## src/rtl/spi_arb.sv

```systemverilog
// spi_arb: round-robin sequencer that shares one SPI master among NUM_REQ requesters.
// Optional watchdog (TIMEOUT parameter, err port) is built when SPI_ARB_TIMEOUT_EN is defined.
module spi_arb #(
  parameter int NUM_REQ = 4,
  parameter int DW      = 16
`ifdef SPI_ARB_TIMEOUT_EN
  , parameter int TIMEOUT = 1023
`endif
) (
  input  logic                  clk,
  input  logic                  rst_n,
  input  logic [NUM_REQ-1:0]    req,
  input  logic [NUM_REQ*DW-1:0] cmd_data,
  output logic [NUM_REQ-1:0]    ack,
  output logic                  busy,
  output logic [NUM_REQ-1:0]    ss_sel,
  output logic                  spi_wrt,
  output logic [DW-1:0]         spi_data_out,
  input  logic                  spi_done
`ifdef SPI_ARB_TIMEOUT_EN
  , output logic                err
`endif
);

  localparam int IW = $clog2(NUM_REQ);

  localparam logic [2:0] IDLE      = 3'd0;
  localparam logic [2:0] ISSUE     = 3'd1;
  localparam logic [2:0] WAIT_LOW  = 3'd2;
  localparam logic [2:0] WAIT_HIGH = 3'd3;
  localparam logic [2:0] ACK       = 3'd4;

  logic [2:0]    state;
  logic [IW-1:0] last;
  logic [IW-1:0] winner;
  logic [IW-1:0] pick;
  logic [IW-1:0] cand;
  logic          found;

`ifdef SPI_ARB_TIMEOUT_EN
  logic [9:0]    wd;
`endif

  // Search starts one past the last winner and wraps, giving strict rotation.
  always_comb begin
    pick  = '0;
    cand  = '0;
    found = 1'b0;
    for (int unsigned i = 1; i <= unsigned'(NUM_REQ); i++) begin
      cand = IW'((32'(last) + i) % unsigned'(NUM_REQ));
      if (!found && req[cand]) begin
        pick  = cand;
        found = 1'b1;
      end
    end
  end

  always_ff @(posedge clk or negedge rst_n) begin
    if (!rst_n) begin
      state        <= IDLE;
      last         <= IW'(NUM_REQ - 1);
      winner       <= '0;
      ack          <= '0;
      busy         <= 1'b0;
      ss_sel       <= '0;
      spi_wrt      <= 1'b0;
      spi_data_out <= '0;
`ifdef SPI_ARB_TIMEOUT_EN
      wd           <= '0;
      err          <= 1'b0;
`endif
    end else begin
      ack <= '0;
`ifdef SPI_ARB_TIMEOUT_EN
      err <= 1'b0;
`endif
      case (state)
        IDLE: begin
          if (|req) begin
            winner       <= pick;
            ss_sel       <= NUM_REQ'(1) << pick;
            spi_data_out <= cmd_data[pick*DW +: DW];
            spi_wrt      <= 1'b1;
            busy         <= 1'b1;
            state        <= ISSUE;
`ifdef SPI_ARB_TIMEOUT_EN
            wd           <= '0;
`endif
          end
        end
        ISSUE: begin
          spi_wrt <= 1'b0;
          state   <= WAIT_LOW;
        end
        // done is still high from the previous idle period; only a low level counts here
        WAIT_LOW: begin
          if (!spi_done) state <= WAIT_HIGH;
        end
        WAIT_HIGH: begin
          if (spi_done) begin
            ack   <= NUM_REQ'(1) << winner;
            state <= ACK;
          end
        end
        ACK: begin
          last   <= winner;
          ss_sel <= '0;
          busy   <= 1'b0;
          state  <= IDLE;
        end
        default: begin
          ss_sel  <= '0;
          spi_wrt <= 1'b0;
          busy    <= 1'b0;
          state   <= IDLE;
        end
      endcase

`ifdef SPI_ARB_TIMEOUT_EN
      // Abort overrides any completion seen on the same edge the count reaches TIMEOUT.
      if (state == WAIT_LOW || state == WAIT_HIGH) begin
        if (wd == 10'(TIMEOUT - 1)) begin
          err    <= 1'b1;
          ack    <= '0;
          ss_sel <= '0;
          busy   <= 1'b0;
          last   <= winner;
          state  <= IDLE;
        end else begin
          wd <= wd + 10'd1;
        end
      end
`endif
    end
  end

endmodule

```

## config.mk

```make
export PLATFORM = sky130hd
export DESIGN_NAME = spi_arb
export DESIGN_NICKNAME = d
export VERILOG_FILES = /design/src/rtl/spi_arb.sv
export SDC_FILE = /design/constraint.sdc
export NUM_CORES = 1
export LEC_CHECK = 0
export ABC_CLOCK_PERIOD_IN_PS = 2400
export BUFFER_PORTS_ARGS = -buffer_cell sky130_fd_sc_hd__buf_2
export CAP_MARGIN = 20
export CORE_MARGIN = 3
export CORE_UTILIZATION = 47
export CTS_BUF_LIST = sky130_fd_sc_hd__clkbuf_8
export CTS_CLUSTER_DIAMETER = 30
export DETAILED_ROUTE_END_ITERATION = 16
export PLACE_DENSITY = 0.83
export SLEW_MARGIN = 15
export SYNTH_ARGS = -nofsm -noshare
export SYNTH_HDL_FRONTEND = slang
export SYNTH_SLANG_ARGS = --single-unit
export TNS_END_PERCENT = 1
```

## constraint.sdc

```tcl
create_clock -name clk -period 2.4 [get_ports clk]
set_input_delay 0.36 -clock clk [delete_from_list [all_inputs] [get_ports clk]]
set_output_delay 0.36 -clock clk [all_outputs]
set_load 0.02 [all_outputs]
```

==> metrics.txt <==
Final Hold Fails 0; post-synthesis xor/xnor area fraction 0%; total number of yosys warnings 0; Worst Hold Class primary input to asynchronous set/reset pin; CP Capture Type register; largest family of logic cells by synthesized area simple AND/OR/NAND/NOR gates; M3 GR Usage 6.807%; Post-CTS Resized 0; HPWL Detailed 3890 um; IO Pins 97; Post-synth EDFFs 0; Post-CTS Hold Buffers 0; setup TNS 0 ns; Worst Clk Skew 0.007655 ns; Syn Nets 270; pre-CTS setup slack 0.4098 ns; Unique masters post-synth 35; cts bufs inserted 5; met2 usage 31.23%; Crit path largest cell delay 0.45 ns; Synth top area share 42.03%; largest buffer count on any clock path 2; Arr. time, crit path 2.16 ns; Max-Cap Viols 0; antenna violations before repair 0; PortBufs 96; crit start category register; largest net degree at the start of global routing 34; Row Count 22; Compound-Gate Fraction of Synth Area 21.63%; Avg Inst Size Synth 9.274 um2; RePlAce Congestion 0.8465; CTS sink count 33; die area 4714 um2; Worst-path clk slew 0.07 ns; Crit path buffers/inverters 0; Synth Area in Adders 0%; Vias/cell 5.624; CP delay by family, top compound AO/OA/AOI/OAI gates; CTS tree done; first-pass GRT wire length 7410 um; CTS root buffer clkbuf_8; WL per Instance 15.40 um; total grt overflow 0; asr flop ratio synth 100.0%; RSZ-0062 raised after global routing false; Final Slew Violations 0; P per Cell Area 1223 nW/um2; main area contributors after synthesis dfrtp_1 42%, nand3_1 8.9%, a221oi_1 7.1%, a31oi_1 6.1%, nor2_1 6.1%; most used routing layer met2; Detail Route Antenna Nets 0; via count 1901; sequential fraction of the synthesis area 44.88%; Primary FF master, synth dfrtp_1; WS Path Type register to register; final worst slack 0.3974 ns; wirelength, routed 5206 um; Final setup viols 0; core box area 3716 um2; Global Route Usage Sum 21.79%; drt pass-1 iters 4; outcome finished clean; vias in the first global route 1527; worst vdd ir 0.6557 mV; Slew HR 52.33%; clk_lat worst skew 0.28 ns; Worst Max-Slew Pin Slew 0.7151 ns; post-synthesis mux area share 3.458%; # diodes 0; Critical Path Fanout Max 20; Yosys top cell by area dfrtp_1; share of cells above drive strength 1 40.00%; f_max 499.3 MHz; area grow syn2layout 27.66%; Reg2Reg Depth 5; Final Critical Period 2.003 ns; CP cell instances nor2_1 -> o31a_1 -> nand2b_2 -> a221oi_1 -> a31oi_1; Netlist Area Pre-Place 1846 um2; cell with the most instances after synthesis nand3_1; Final nets 360; WP depth 5; initial core utilization 49.66%; Die X 68.66 um; Synth Area in Simple Gates 21.90%; LEAKAGE 1.150 nW; Max H-tree Level 2; Residual DRC 0; Crit-path slowest cell o31a_1; top cells by count, synth 33 x nand3_1, 31 x dfrtp_1, 30 x nor2_1; met1 Usage GRT 30.87%; cell count after synthesis 199; die height 68.66 um; setup bufs post-CTS 0; CP required 2.56 ns; Final period util 83.44%; FF+latch count, synth 33; DR iter-0 viols 150
[area by class of cell]
type                    instances  area (um2)
flip-flops and latches         33       828.3
fillers                       329        1360
clock inverters                 3       13.76
repair buffers                 99       503.0
well taps                      48       60.06
inverters                       4       15.01
multi-input cells             146       867.1
clock buffers                   5       68.82
[registers in the layout, summed over array words and instances, names as in the netlist]
signal,count
spi_data_out,16
ack,4
winner,2
busy,1
ss_sel,4
spi_wrt,1
last,2
state,3
[metrics by stage]
stage	total power, W	std cells	hold WS [ns]	cell area [um2]	util, %
detailed placement	0.002502	330	0.4546	2273	61.18
global placement	0.002440	330	0.4459	2273	61.18
finish	0.002882	338	0.1225	2356	63.40
CTS	0.002895	338	0.1438	2356	63.40
global route	0.003101	338	0.1678	2356	63.40
floorplan	0.002141	199	0.06441	1846	-
[layout by cell type (no fill, tap or decap), drive strengths merged]
cell	instances
a211oi	1
a21boi	1
a21o	2
a21oi	5
a221oi	15
a22oi	1
a311oi	2
a31oi	18
a32o	1
and2	3
and2b	1
and3	1
and3b	1
buf	99
clkbuf	5
clkinv	2
dfrtp	31
dfstp	2
inv	5
mux2	3
mux2i	3
nand2	11
nand2b	2
nand3	33
nor2	30
nor2b	1
nor4	1
o211a	1
o211ai	1
o21ai	5
o21bai	1
o31a	1
or2	1
[logic make-up after synthesis]
logic type / after synthesis
and+or+nand+nor: 85
AOI/OAI and AO/OA: 55
DFF: 33
buffers and inverters: 20
muxes: 6
[routing by layer]
layer  vias up  wire length, um
met5         -                0
met4         0               55
met3         4              652
met2       110             2431
met1       870             2066
li1        917                -
[power by group]
| part | switching [W] | total [W] | leakage [nW] | internal, W |
|---|---|---|---|---|
| Combinational | 0.000920 | 0.00147 | 0.710 | 0.000552 |
| Clock | 0.000196 | 0.000392 | 0.0491 | 0.000196 |
| Sequential | 0.000199 | 0.00102 | 0.391 | 0.000819 |
[path summary, 6_finish.rpt]
check                                          start                            to  slack (ns)
worst max-delay path            state[1]$_DFFE_PN0P_  spi_data_out[11]$_DFFE_PN0P_        0.40
worst min-delay path                           rst_n              ack[1]$_DFF_PN0_        0.12
worst min register to register      busy$_DFFE_PN0P_              busy$_DFFE_PN0P_        0.51
worst max register to register  state[1]$_DFFE_PN0P_  spi_data_out[11]$_DFFE_PN0P_        0.40
max in group asynchronous                      rst_n  spi_data_out[15]$_DFFE_PN0P_        1.81
min in group clk                        cmd_data[54]   spi_data_out[6]$_DFFE_PN0P_        0.33
Power figures use the tool's default switching activity.
